===== config.mk =====
export PLATFORM = sky130hd
export DESIGN_NAME = invaders_dl_loader_flat
export DESIGN_NICKNAME = d
export VERILOG_FILES = /design/src/rtl/invaders_dl_loader_if.sv /design/src/rtl/invaders_dl_loader.sv /design/src/flat_wrapper.sv
export SDC_FILE = /design/constraint.sdc
export NUM_CORES = 1
export LEC_CHECK = 0
export CAP_MARGIN = 20
export CORE_MARGIN = 2
export CORE_UTILIZATION = 42
export DETAILED_ROUTE_END_ITERATION = 12
export GPL_TIMING_DRIVEN = 1
export PLACE_DENSITY = 0.69
export SYNTH_ARGS = -nofsm -noshare
export SYNTH_HDL_FRONTEND = slang
export SYNTH_SLANG_ARGS = --single-unit

===== constraint.sdc =====
create_clock -name clk_sys -period 4.6 [get_ports clk_sys]
set_input_delay 0.92 -clock clk_sys [delete_from_list [all_inputs] [get_ports clk_sys]]
set_output_delay 0.92 -clock clk_sys [all_outputs]
set_load 0.03 [all_outputs]

===== src/rtl/invaders_dl_loader_if.sv =====
// hps_io download stream bundle: hps_io drives it (master), the loader consumes it (slave).
interface invaders_dl_loader_if;
  logic        ioctl_download;
  logic        ioctl_wr;
  logic [24:0] ioctl_addr;
  logic [7:0]  ioctl_dout;
  logic [7:0]  ioctl_index;

  modport master (
    output ioctl_download, ioctl_wr, ioctl_addr, ioctl_dout, ioctl_index
  );

  modport slave (
    input ioctl_download, ioctl_wr, ioctl_addr, ioctl_dout, ioctl_index
  );
endinterface


===== src/rtl/invaders_dl_loader.sv =====
// Routes the hps_io download stream to ROM, machine-select and DIP registers,
// and generates the core reset and load status around ROM/machine loads.
module invaders_dl_loader #(
  parameter int unsigned ROM_AW     = 16,
  parameter int unsigned SETTLE_CYC = 16
) (
  input  logic                 clk_sys,
  input  logic                 reset,
  invaders_dl_loader_if.slave  ioctl,
  output logic                 rom_wr,
  output logic [ROM_AW-1:0]    rom_addr,
  output logic [7:0]           rom_data,
  output logic [7:0]           mod,
  output logic [63:0]          dip,
  output logic                 core_reset,
  output logic                 dl_busy,
  output logic                 dl_done,
  output logic [ROM_AW:0]      rom_len,
  output logic                 rom_ovf
);
  localparam int unsigned   CW       = $clog2(SETTLE_CYC + 1);
  localparam logic [CW-1:0] CNT_INIT = CW'(SETTLE_CYC);

  typedef enum logic [1:0] {IDLE, LOAD_ROM, LOAD_MOD, SETTLE} state_t;

  state_t        state_q;
  logic [CW-1:0] cnt_q;
  logic          dl_prev_q;
  logic          stale_q;
  logic          from_load_q;

  logic            dl_rise;
  logic            dl_fall;
  logic            start_rom;
  logic            start_mod;
  logic            addr_in_rom;
  logic            dip_hit;
  logic [ROM_AW:0] addr_p1;

  always_comb begin
    // stale_q masks a download already active at reset release until it drops
    dl_rise     = ioctl.ioctl_download & ~dl_prev_q & ~stale_q;
    dl_fall     = ~ioctl.ioctl_download & dl_prev_q;
    start_rom   = dl_rise && (ioctl.ioctl_index == 8'd0);
    start_mod   = dl_rise && (ioctl.ioctl_index == 8'd1);
    addr_in_rom = (ioctl.ioctl_addr[24:ROM_AW] == '0);
    addr_p1     = {1'b0, ioctl.ioctl_addr[ROM_AW-1:0]} + (ROM_AW+1)'(1);
    dip_hit     = ioctl.ioctl_wr && (ioctl.ioctl_index == 8'd254) &&
                  (ioctl.ioctl_addr[24:3] == '0);
  end

  always_ff @(posedge clk_sys) begin
    if (reset) begin
      state_q     <= SETTLE;
      cnt_q       <= CNT_INIT;
      dl_prev_q   <= 1'b0;
      stale_q     <= 1'b1;
      from_load_q <= 1'b0;
      rom_wr      <= 1'b0;
      rom_addr    <= '0;
      rom_data    <= '0;
      mod         <= '0;
      dip         <= '0;
      core_reset  <= 1'b1;
      dl_busy     <= 1'b1;
      dl_done     <= 1'b0;
      rom_len     <= '0;
      rom_ovf     <= 1'b0;
    end else begin
      dl_prev_q <= ioctl.ioctl_download;
      if (!ioctl.ioctl_download) stale_q <= 1'b0;
      rom_wr  <= 1'b0;
      dl_done <= 1'b0;

      if (dip_hit) dip[{ioctl.ioctl_addr[2:0], 3'b000} +: 8] <= ioctl.ioctl_dout;

      unique case (state_q)
        IDLE, SETTLE: begin
          if (start_rom) begin
            state_q    <= LOAD_ROM;
            rom_len    <= '0;
            rom_ovf    <= 1'b0;
            core_reset <= 1'b1;
            dl_busy    <= 1'b1;
          end else if (start_mod) begin
            state_q    <= LOAD_MOD;
            core_reset <= 1'b1;
            dl_busy    <= 1'b1;
          end else if (state_q == SETTLE) begin
            if (cnt_q == CW'(1)) begin
              state_q    <= IDLE;
              core_reset <= 1'b0;
              dl_busy    <= 1'b0;
              dl_done    <= from_load_q;
            end else begin
              cnt_q <= cnt_q - CW'(1);
            end
          end
        end

        LOAD_ROM: begin
          // the write is honoured even on the fall cycle
          if (ioctl.ioctl_wr) begin
            if (addr_in_rom) begin
              rom_wr   <= 1'b1;
              rom_addr <= ioctl.ioctl_addr[ROM_AW-1:0];
              rom_data <= ioctl.ioctl_dout;
              if (addr_p1 > rom_len) rom_len <= addr_p1;
            end else begin
              rom_ovf <= 1'b1;
            end
          end
          if (dl_fall) begin
            state_q     <= SETTLE;
            cnt_q       <= CNT_INIT;
            from_load_q <= 1'b1;
          end
        end

        LOAD_MOD: begin
          if (ioctl.ioctl_wr) mod <= ioctl.ioctl_dout;
          if (dl_fall) begin
            state_q     <= SETTLE;
            cnt_q       <= CNT_INIT;
            from_load_q <= 1'b1;
          end
        end
      endcase
    end
  end
endmodule

===== src/flat_wrapper.sv =====
// flat-port wrapper written by rule: the top's interface ports become plain ports
module invaders_dl_loader_flat 
#(
  parameter int unsigned ROM_AW     = 16,
  parameter int unsigned SETTLE_CYC = 16
)
  (clk_sys, reset, rom_wr, rom_addr, rom_data, mod, dip, core_reset, dl_busy, dl_done, rom_len, rom_ovf, ioctl_ioctl_download, ioctl_ioctl_wr, ioctl_ioctl_addr, ioctl_ioctl_dout, ioctl_ioctl_index);
  invaders_dl_loader_if ioctl_i ();
  input  logic clk_sys;
  input  logic reset;
  output logic rom_wr;
  output logic [ROM_AW-1:0] rom_addr;
  output logic [7:0] rom_data;
  output logic [7:0] mod;
  output logic [63:0] dip;
  output logic core_reset;
  output logic dl_busy;
  output logic dl_done;
  output logic [ROM_AW:0] rom_len;
  output logic rom_ovf;
  input wire logic [$bits(ioctl_i.ioctl_download)-1:0] ioctl_ioctl_download;
  input wire logic [$bits(ioctl_i.ioctl_wr)-1:0] ioctl_ioctl_wr;
  input wire logic [$bits(ioctl_i.ioctl_addr)-1:0] ioctl_ioctl_addr;
  input wire logic [$bits(ioctl_i.ioctl_dout)-1:0] ioctl_ioctl_dout;
  input wire logic [$bits(ioctl_i.ioctl_index)-1:0] ioctl_ioctl_index;
  assign ioctl_i.ioctl_download = ioctl_ioctl_download;
  assign ioctl_i.ioctl_wr = ioctl_ioctl_wr;
  assign ioctl_i.ioctl_addr = ioctl_ioctl_addr;
  assign ioctl_i.ioctl_dout = ioctl_ioctl_dout;
  assign ioctl_i.ioctl_index = ioctl_ioctl_index;
  invaders_dl_loader #(.ROM_AW(ROM_AW), .SETTLE_CYC(SETTLE_CYC)) u_core (.clk_sys(clk_sys), .reset(reset), .ioctl(ioctl_i), .rom_wr(rom_wr), .rom_addr(rom_addr), .rom_data(rom_data), .mod(mod), .dip(dip), .core_reset(core_reset), .dl_busy(dl_busy), .dl_done(dl_done), .rom_len(rom_len), .rom_ovf(rom_ovf));
endmodule

==> results of run 1 <==
layout make-up:
cell class	count	share of cell area, %
clock buffer	19	5.41
clock inverter	13	2.55
inverter	29	1.33
multi-input combinational	460	35.8
sequential	127	31.1
tap	176	2.69
timing repair buffer	173	21.2
where the power goes:
part	switching [mW]	internal (mW)	leakage, nW
sequential	0.0212	1.13	1.02
combinational	0.178	0.132	1.96
clock	0.505	0.978	0.322
state kept, by name (all words and copies together) (netlist names), 2 cells and up:
register,flops
u_core.rom_addr,16
u_core.rom_len,17
u_core.dip,64
u_core.rom_data,8
u_core.cnt_q,5
u_core.state_q,2
u_core.mod,8
cells in the mapped netlist, drive strengths merged, types with 4 or more instances:
cell / count
dfxtp: 127
nand2: 111
nor2: 89
mux2i: 82
a21oi: 42
clkbuf: 34
inv: 29
ha: 27
nand3: 22
nor4: 9
xnor2: 9
xor2: 9
buf: 8
nand4: 7
nor3: 6
and3: 4
o21ai: 4
layer usage:
layer	part of all wire, %	routed length (um)
met5	0	0
met1	43	7330
met2	47	7980
met3	8.9	1520
met4	1.2	211
per-stage QoR:
stage	total power, mW	worst slack, ns	instances	hold slack [ns]
after floorplan	1.36	0.876	658	0.431
after global placement	1.46	0.370	963	0.441
after detailed placement	1.48	0.339	964	0.446
after CTS	2.96	0.747	996	0.454
after global routing	3.05	0.507	997	0.469
final	2.94	0.748	997	0.451
cell usage in the layout, fill, tap and decap left out, types with 10 or more instances in the layout:
cell type,synthesis,layout
dfxtp_1,127,127
clkbuf_16,0,17
inv_1,29,29
nand3_1,21,21
ha_1,27,27
clkdlybuf4s50_1,0,161
nand2_1,110,110
buf_4,2,10
nor2_1,89,89
mux2i_1,82,82
a21oi_1,42,42
worst reg2reg max path, cell delays in order, from the launching register on:
cell,delay (ns)
dfxtp_1,0.39
inv_1,0.11
ha_1,0.43
or4_1,0.60
o41ai_1,0.09
a21bo_2,0.27
buf_12,0.16
mux2i_1,0.14
cells by family (layout without fill, tap and decap cells):
group,count (synthesis),in the layout,share of synthesized area (%)
AOI/OAI and AO/OA,61,61,6.03
buffers and inverters,71,234,5.20
xor gates and xnor gates,18,18,2.73
muxes,82,82,14.2
DFF,127,127,44.0
and+or+nand+nor,272,272,21.9
adders and majority gates,27,27,5.85
how the worst min path moves through the flow:
stage | endpoint | cells after the start
global route | u_core.rom_addr[7] | 2
finish | u_core.mod[6] | 2
floorplan | u_core.from_load_q | 2
detailed placement | u_core.mod[6] | 2
global placement | u_core.rom_addr[0] | 2
CTS | u_core.mod[6] | 2
==> metrics, run 1 <==
status finished, final reports clean; # DRC 0; first-pass GRT wire length 26,700 um; Slew HR 30.9%; Fin Setup TNS 0 ns; PwrDens 359 nW/um^2; post-CTS sizing 0; post-synthesis sequential area ratio 44.0%; layer with the highest usage met2; Critical Path RT 4.94 ns; Initial Utilization 43.3%; htree depth 4; syn nets 730; met1 Resource Use GR 29.1%; first element of the critical path ioctl_ioctl_addr[0]; Hold Path Class flop to flop; Peak supply drop 0.243 mV; Reg area 2540 um^2; met3 usage 9.40%; Hold Vio Cnt, Final 0; Inserted Clock Buffers 17; # diodes 0; Levels on crit path 13; maxcap violations 0; largest net degree at the start of global routing 101; CTS tree yes; nets 880; M2 GR Usage 38.0%; register bit count reported by yosys 127; vias in the first global route 4,967; Remaining Overflow, GRT 0; drt wl/cell 17.1 um; Die Area 14,700 um^2; largest cells by area after synthesis dfxtp_1, mux2i_1, nand2_1; Area Growth Syn to Fin 41.8%; DRT iter0 DRCs 289; crit-path most repeated cell and3_1; layout cell share with drive strength beyond 1 6.94%; final core occ 61.3%; Syn Std Cell Area 5770 um^2; total wire length 17,000 um; CP max stage delay 0.65 ns; reg2reg end u_core.rom_len[11]; hpwl dp 12,300 um; Yosys cell types 51; r2r setup slk 2.31 ns; Root Driver clkbuf_16; die width 121 um; Final Cycle Share 83.7%; final setup fails 0; RSZ-0062 raised after global routing false; Cells after Synth 658; reg2reg start u_core.state_q[0]; io pins 163; Mean Syn Cell Area 8.77 um^2; clock slew at reported path FFs 0.06 ns; Vias per Instance 5.12; HP Start u_core.mod[6]; R2R depth 7; Max Slew Vio Count 0; dominant synthesized flop cell dfxtp_1; dpl cell area 7510 um^2; Critical Path, Cell by Cell clkdlybuf4s50_1 -> and3_1 -> or4b_2 -> nor2_1 -> xor2_1 -> ha_1 -> nand4_1 -> nor3_1 -> and3_1 -> o41ai_1 -> a21bo_2 -> buf_12 -> mux2i_1; setup bufs post-CTS 0; Critical-path top delay cell or4b_2; Routed Antenna Nets 0; Fillers 1,165; area of the multi-input gates 2930 um^2; GPL Wtd Cong 0.839; CP endpoint u_core.rom_len[11]; worst skew pair latency 0.42 ns; hold_buf cts 0; GRT Total Usage 23.6%; Critical Path Sink Type flop; Clock Path Buffers 2; crit path max fanout 17; CP top delay family simple AND/OR/NAND/NOR gates; # clock sinks 127; Final min period 3.85 ns; Post-synth EDFFs 0; initial antenna violation count 0; YS warnings 0; ys async rst share 0%; PortBufs 162; cell taking the most area after synthesis dfxtp_1; Layout Skew 0.0117 ns; Buf/Inv on CP 2; 1st-pass router iterations 4; max frequency 260 MHz; slew at the pin closest to its max-slew limit 1.04 ns; worst endpoint data arrival time 4.20 ns; design area 8190 um^2; Setup Crit Path Kind input port to flop; via count 5,109; floorplan core area 13,300 um^2; DIE HEIGHT 121 um; Startpoint Class input port; Leak 3.31 nW; Cell Rows 42; post-synth top area share 44.0%
(Power assumes the default switching activity.)
==> inputs of run 2 (changes only) <==
==> constraint.sdc (replaced) <==
create_clock -name clk_sys -period 3.7 [get_ports clk_sys]
set_input_delay 0.74 -clock clk_sys [delete_from_list [all_inputs] [get_ports clk_sys]]
set_output_delay 0.74 -clock clk_sys [all_outputs]
set_load 0.03 [all_outputs]
==> metrics, run 2 (same netlist as run 1, synthesis figures left out) <==
most frequent cells in the layout clkdlybuf4s50_1, dfxtp_1, nand2_1, nor2_1, mux2i_1; Peak supply drop 0.272 mV (+12%); Critical Path RT 3.99 ns (-0.95 ns); io pins 163 (unchanged); maxcap violations 0 (unchanged); Area Growth Syn to Fin 44.1%; layout cell share with drive strength beyond 1 9.50% (+2.6 points); Root Driver clkbuf_16; slew at the pin closest to its max-slew limit 1.01 ns (-0.0245 ns); Reg area 2540 um^2 (unchanged); final setup margin 0.108 ns (-0.640 ns); Critical Path Sink Type flop; Setup Crit Path Kind input port to flop; via count 5,222 (+2.2%); CTS tree yes; P_int 2.69 mW (+20%); Biggest register u_core.dip; Comb pwr share 11.2% (+0.7 points); largest net degree at the start of global routing 101 (unchanged); Inserted Clock Buffers 17 (unchanged); vias in the first global route 5,057 (+1.8%); area of the multi-input gates 2970 um^2 (+1.4%); initial antenna violation count 0 (unchanged); Fin Setup TNS 0 ns (unchanged); drt wl/cell 16.5 um (-3.7%); Vias per Instance 5.13 (+0.10%); Max Slew Vio Count 0 (unchanged); Net Sw Power 884 uW (+26%); Layout Skew 0.00752 ns (-0.00418 ns); 1st-pass router iterations 4 (unchanged); final non-filler cell total 1,018 (+2.1%); setup bufs post-CTS 0 (unchanged); DRT iter0 DRCs 341 (+18%); GPL Wtd Cong 0.914 (+8.9%); status finished, final reports clean; Critical-path top delay cell or4b_2; switching power share of the total 24.7% (+0.80 points); Cell Rows 42 (unchanged); Hold Vio Cnt, Final 0 (unchanged); Placed Instances 985 (+2.2%); clock slew at reported path FFs 0.05 ns (about the same); worst skew pair latency 0.42 ns (about the same); Slew HR 32.6% (+1.6 points); # clock sinks 127 (unchanged); biggest regs u_core.dip: 64 flops, u_core.rom_len: 17 flops, u_core.rom_addr: 16 flops; worst endpoint data arrival time 3.88 ns (-0.32 ns); Final Cycle Share 97.1%; final setup fails 0 (unchanged); total wire length 16,800 um (-1.7%); DIE HEIGHT 121 um (unchanged); crit path max fanout 9 (-8); Hold WS 0.451 ns (+0.000321 ns); Hold Path Class flop to flop; htree depth 4 (unchanged); Startpoint Class input port; R2R depth 6 (-1); PortBufs 162 (unchanged); r2r setup slk 1.41 ns (-0.90 ns); hpwl dp 12,100 um (-1.2%); GRT Total Usage 22.9% (-0.67 points); first-pass GRT wire length 26,200 um (-1.6%); max reg flops 64 (unchanged); Hold Path Depth 2 (unchanged); crit-path most repeated cell and3_1; max frequency 278 MHz; pre-CTS WS -0.456 ns (-0.796 ns); Leak 3.38 nW (+2.2%); floorplan core area 13,300 um^2 (unchanged); nets 901 (+2.4%); clock share of power 48.8% (-1.7 points); Initial Utilization 43.3% (unchanged); Final min period 3.59 ns; commonest non-fill, non-tap cell in the layout clkdlybuf4s50_1; Critical Path, Cell by Cell clkdlybuf4s50_1 -> and3_1 -> or4b_2 -> nor2_1 -> xor2_1 -> ha_1 -> nand4_1 -> nor3_1 -> and3_1 -> o41ai_4 -> a21bo_4 -> mux2i_1; hold_buf cts 0 (unchanged); Clock Path Buffers 2 (unchanged); Routed Antenna Nets 0 (unchanged); Flop pwr share 39.9% (+0.9 points); PwrDens 430 nW/um^2 (+20%); CP max stage delay 0.64 ns (about the same); # diodes 0 (unchanged); RSZ-0062 raised after global routing false; # DRC 0 (unchanged); Remaining Overflow, GRT 0 (unchanged); Die Area 14,700 um^2 (unchanged); die width 121 um (unchanged); Fillers 1,144 (-1.8%)
run 2: cell types whose count changed in the layout (fill, tap and decap cells not counted), sizes merged:
cell | before | now
a21bo | 1 | 2
clkinvlp | 0 | 2
bufinv | 5 | 3
clkbuf | 19 | 20
buf | 12 | 32
inv | 31 | 30
run 2: repair_timing:
item	in CTS	in global routing
pin swaps	0	0
gates resized for setup	1	3
cloned	0	1
endpoints found under the setup margin	17	17
run 2: worst max-delay path: cells and delay by family:
kind | cells | cell delay [ns]
and+or+nand+nor | 6 | 1.37
AOI/OAI and AO/OA | 2 | 0.59
buffers and inverters | 1 | 0.52
adders and majority gates | 1 | 0.29
xor gates and xnor gates | 1 | 0.23
muxes | 1 | 0.14
run 2: routing by layer:
layer / GRT usage (%) / share of wire [%] / up-vias
met2: 37.5 / 48 / 184
met5: 0 / 0 / -
met4: 6.25 / 1.3 / 0
met1: 28.0 / 43 / 2462
li1: - / - / 2560
met3: 9.12 / 8.0 / 16
run 2: power by group through the flow:
stage | registers (mW) | clock network, mW | logic (mW)
6_report | 1.43 | 1.75 | 0.402
3_3_place_gp | 1.45 | 0 | 0.374
3_5_place_dp | 1.45 | 0 | 0.396
5_1_grt | 1.43 | 1.83 | 0.440
4_1_cts | 1.42 | 1.77 | 0.398
2_1_floorplan | 1.46 | 0 | 0.238
run 2: per-stage QoR:
step / total power [mW] / util [%] / instance area (um^2)
global placement: 1.83 / 57.3 / 7650
global route: 3.71 / 62.3 / 8320
finish: 3.57 / 62.3 / 8320
CTS: 3.60 / 62.1 / 8290
detailed placement: 1.85 / 57.3 / 7650
floorplan: 1.70 / - / 5770
run 2: layout make-up:
class	count	area share [%]
clock buffers	20	5.61
clock inverters	12	1.91
inverters	29	1.31
multi-input cells	461	35.7
flip-flops and latches	127	30.6
well taps	176	2.65
repair buffers	193	22.3
run 2: final timing paths:
path                       start                end
max          ioctl_ioctl_addr[0]  u_core.rom_len[9]
min                u_core.mod[3]      u_core.mod[3]
max reg2reg    u_core.state_q[0]  u_core.rom_len[9]
min reg2reg        u_core.mod[3]      u_core.mod[3]
